File: src/rtl/sha256_message_schedule.sv
// SHA-256 message schedule: streams W[0..63] of one or two 512-bit blocks,
// one word per handshake, using a 16-word sliding window.
module sha256_message_schedule (
    input  logic          clk,
    input  logic          rst_n,
    input  logic [0:1023] padded_message,
    input  logic [0:1]    num_blocks,
    input  logic          in_valid,
    output logic          in_ready,
    output logic [0:31]   w_word,
    output logic [0:5]    w_index,
    output logic          w_block,
    output logic          w_last_in_block,
    output logic          w_last,
    output logic          w_valid,
    input  logic          w_ready
);

    typedef enum logic {IDLE, RUN} state_t;

    state_t       state;
    logic [31:0]  window [16];
    logic [0:511] hold_block;
    logic         two_blocks;
    logic [5:0]   idx;
    logic         blk;
    logic [31:0]  next_word;

    function automatic logic [31:0] sig0(input logic [31:0] x);
        return {x[6:0], x[31:7]} ^ {x[17:0], x[31:18]} ^ (x >> 3);
    endfunction

    function automatic logic [31:0] sig1(input logic [31:0] x);
        return {x[16:0], x[31:17]} ^ {x[18:0], x[31:19]} ^ (x >> 10);
    endfunction

    // W[t+16] from the window as seen while W[t] sits in window[0]
    always_comb begin
        next_word = sig1(window[14]) + window[9] + sig0(window[1]) + window[0];
    end

    assign in_ready        = (state == IDLE);
    assign w_valid         = (state == RUN);
    assign w_word          = window[0];
    assign w_index         = idx;
    assign w_block         = blk;
    assign w_last_in_block = w_valid && (idx == 6'd63);
    assign w_last          = w_last_in_block && (blk || !two_blocks);

    always_ff @(posedge clk or negedge rst_n) begin
        if (!rst_n) begin
            state      <= IDLE;
            for (int k = 0; k < 16; k++) window[k] <= '0;
            hold_block <= '0;
            two_blocks <= 1'b0;
            idx        <= '0;
            blk        <= 1'b0;
        end else begin
            case (state)
                IDLE: begin
                    if (in_valid) begin
                        for (int k = 0; k < 16; k++) window[k] <= padded_message[32*k +: 32];
                        hold_block <= padded_message[512:1023];
                        // num_blocks 0 behaves as 1, 3 behaves as 2: only the MSB matters
                        two_blocks <= num_blocks[0];
                        idx        <= '0;
                        blk        <= 1'b0;
                        state      <= RUN;
                    end
                end
                RUN: begin
                    if (w_ready) begin
                        if (idx != 6'd63) begin
                            for (int k = 0; k < 15; k++) window[k] <= window[k+1];
                            window[15] <= next_word;
                            idx        <= idx + 6'd1;
                        end else if (!blk && two_blocks) begin
                            for (int k = 0; k < 16; k++) window[k] <= hold_block[32*k +: 32];
                            idx <= '0;
                            blk <= 1'b1;
                        end else begin
                            idx   <= '0;
                            blk   <= 1'b0;
                            state <= IDLE;
                        end
                    end
                end
                default: state <= IDLE;
            endcase
        end
    end

endmodule
File: config.mk
export PLATFORM = sky130hd
export DESIGN_NAME = sha256_message_schedule
export DESIGN_NICKNAME = d
export VERILOG_FILES = /design/src/rtl/sha256_message_schedule.sv
export SDC_FILE = /design/constraint.sdc
export NUM_CORES = 2
export LEC_CHECK = 0
export CAP_MARGIN = 15
export CORE_AREA = 2 2 412 414
export CTS_CLUSTER_SIZE = 40
export DETAILED_ROUTE_END_ITERATION = 8
export DIE_AREA = 0 0 414 416
export PLACE_DENSITY = 0.57
export SYNTH_ARGS = -nofsm -noshare
export SYNTH_HDL_FRONTEND = slang
export SYNTH_SLANG_ARGS = --single-unit
File: constraint.sdc
create_clock -name clk -period 6.5 [get_ports clk]
set_clock_uncertainty 0.1 [all_clocks]
set_input_delay 1.95 -clock clk [delete_from_list [all_inputs] [get_ports clk]]
set_output_delay 1.95 -clock clk [all_outputs]
set_load 0.03 [all_outputs]
==> reports/metrics.cfg <==
[layout]
fin_util_pct=40.7
syn2layout_area_growth_pct=31.7
nets=8499
drive_gt1_share_pct=3.76

[clock_tree]
post_cts_buffers=0
cts_made_buffers=120
clockBufferDepth=3
clk_pin_slew_worst_paths_ns=0.06
cts-root-buf=clkbuf_16
cts_tree=built
cts_sinks=1033
clk_latency_ns=0.77
holdBufCountCts=0
htreeDepth=3
cts_resized=0

[worst_setup_path]
path_buf_inv=1
arrival_ns=3.67
critPathSlowestCell=clkdlybuf4s50_1
critPathMostFrequentCell=and3_4
critPathMaxStageDelay_ns=0.93
endpoint_kind=primary output
rr_startpoint=window[50]
cp_top_family=simple AND/OR/NAND/NOR gates
crit_chain=ha_1 -> and3_4 -> and3_4 -> nand2_1 -> nor2_1 -> clkdlybuf4s50_1
crit_type=reg -> out
cp-startpoint=w_index[5]
worstPathRequired_ns=4.45
cp_max_fo=48
crit_path_start_kind=flip-flop

[synth]
synthesis.nets=7772
synthSimpleGateAreaFrac_pct=26.8
synth_fa_ha_area_share_pct=3.16
syn_avg_cell_area_um2=7.82
yosys_warnings=0
synth_compound_area_share_pct=12.4
synth_cell_types=63
syn-cell-area_um2=52000
seq_area_frac_synth_pct=49.7
synth_edf_count=0
syn_inst=6648
synth_top_family_by_area=simple AND/OR/NAND/NOR gates
synthMuxAreaShare_pct=0.154
ys_seq_elements=1033
synthArstFlopShare_pct=100
synth_xor_area_share_pct=2.37
synthFlopType=dfrtp_1

[sta]
slew_viol_final=0
tightestPinTransition_ns=1.16
finalHoldViolations=0
min_period_over_period_pct=88.0
rsz0062_at_grt=false
finalCriticalPeriod_ns=5.72
setup-tns-final_ns=0
setup_viol=0
max_clock_freq_mhz=175
max-slew-margin-rel_pct=22.6

[global_routing]
antenna_found_initial=159
first_global_vias=47300
gr-total-overflow=0
grt_use_total_pct=29.1
grt_pass1_wl_mm=359
grt_max_degree=241

[route]
drtIter0Drc=4986
ant_nets=0
num_vias=49600
wirelength_mm=258
dr_wl_met2_mm=120
wl_met1_mm=108
route.detailed.drc=0
wl_per_cell_um=26.4
dr.pass1.iters=6
highest-signal-layer=met5
via_per_inst=5.07
met3WireLength_mm=18.2

[die]
fp.dieW_um=414
fp.dieArea_um2=172000
core_um2=168000
start_util_pct=30.9
rows=151
top_level_ports=1073
die_y_um=416

[power_and_ir_drop]
power.leakage_uw=0.0319
ir_drop_uv=508
pwr_density_cell_nw_per_um2=432

[placed_design]
hpwl_mm=194
port_buffers=1071
place_congestion=0.959

[status]
outcome=completed

[hold_path]
min_from=hold_block[274]
hold_path_class=reg -> reg

[job]
maxCapViolCount=0

synth_stat cells (all sizes together), types with 8 or more instances:
master	count	share of area, %
a21o	18	0.26
a21oi	45	0.46
a221oi	14	0.25
a31oi	9	0.11
and3	16	0.20
buf	152	1.6
clkbuf	390	2.8
dfrtp	1033	50
fa	62	2.4
ha	32	0.77
inv	125	0.90
mux2i	8	0.15
nand2	2952	21
nand3	463	4.5
nand4	9	0.11
nor2	36	0.26
o211ai	95	1.4
o21ai	953	9.2
o22ai	12	0.14
xnor2	89	1.5
xor2	52	0.88
final timing paths:
kind	endpoint	slack, ns	cells after the start
worst max-delay path	w_last	0.78	6
worst min-delay path	hold_block[274]	0.37	2
worst max register to register	window[21]	1.51	14
worst min register to register	hold_block[274]	0.37	2
max in group asynchronous	hold_block[1]	3.71	2
min in group asynchronous	window[140]	1.20	1
worst reg2reg max path: cells and delay by family, from the launching register on:
kind / cells / cell delay (ns)
DFF: 1 / 0.47
adders and majority gates: 4 / 1.61
and+or+nand+nor: 1 / 0.13
AOI/OAI and AO/OA: 5 / 1.43
xor gates and xnor gates: 3 / 1.02
buffers and inverters: 1 / 0.08
metrics by stage:
step           hold slack [ns]  setup slack [ns]  total power, µW  std cells  instance area, µm²
3_5_place_dp             0.362              1.47            22400       9471               64100
5_1_grt                  0.390             0.610            31400       9772               68400
6_report                 0.373             0.777            29600       9795               68500
3_3_place_gp             0.354              1.48            22300       9471               64100
2_1_floorplan            0.338              2.49            16700       6648               52000
4_1_cts                  0.376             0.637            29700       9691               68200
area by class of cell:
cell class,instances,area [µm²]
antenna,104,260
clock buffer,186,3610
clock inverter,34,524
fill,17500,99600
inverter,127,477
multi-input combinational,4946,23400
sequential,1033,25900
tap,2218,2780
timing repair buffer,1147,11600
flip-flops by register name, summed over array words and instances (netlist names):
name	cells
w_block	1
w_word	32
w_valid	1
w_index	6
window	480
hold_block	512
two_blocks	1
layer usage:
metal  global-route usage, %  up-vias
li1                        -    23000
met1                    37.9    24200
met2                    45.8     1828
met3                    6.54      483
met4                    13.8       70
met5                       0        -
cell usage in the layout, fill, tap and decap left out, drive strengths merged, types with 6 or more instances in the layout:
master,instances
nand2,2952
clkdlybuf4s50,1070
dfrtp,1033
o21ai,953
nand3,463
clkbuf,186
inv,126
diode,104
o211ai,95
xnor2,89
buf,77
fa,62
xor2,52
a21oi,45
nor2,36
ha,32
clkinv,21
a21o,18
and3,16
a221oi,14
o22ai,12
bufinv,10
nand4,9
a31oi,9
mux2i,8
nor3,7
or3,7
o21bai,6
nor3b,6
nor2b,6
power by group:
part           switching (µW)  internal (µW)
logic                    8710           5110
registers                 944           7640
clock network            2970           4200
cells by family (layout without fill, tap and decap cells):
kind of cell,Yosys count,after routing
AO/OA/AOI/OAI,1186,1186
XOR/XNOR,141,141
adder cells (fa/ha/maj),94,94
buffers and inverters,669,1494
flip-flops,1033,1033
multiplexers,8,8
other,0,104
AND/OR/NAND/NOR,3517,3517
No activity file was read; power rests on OpenSTA's default activity.
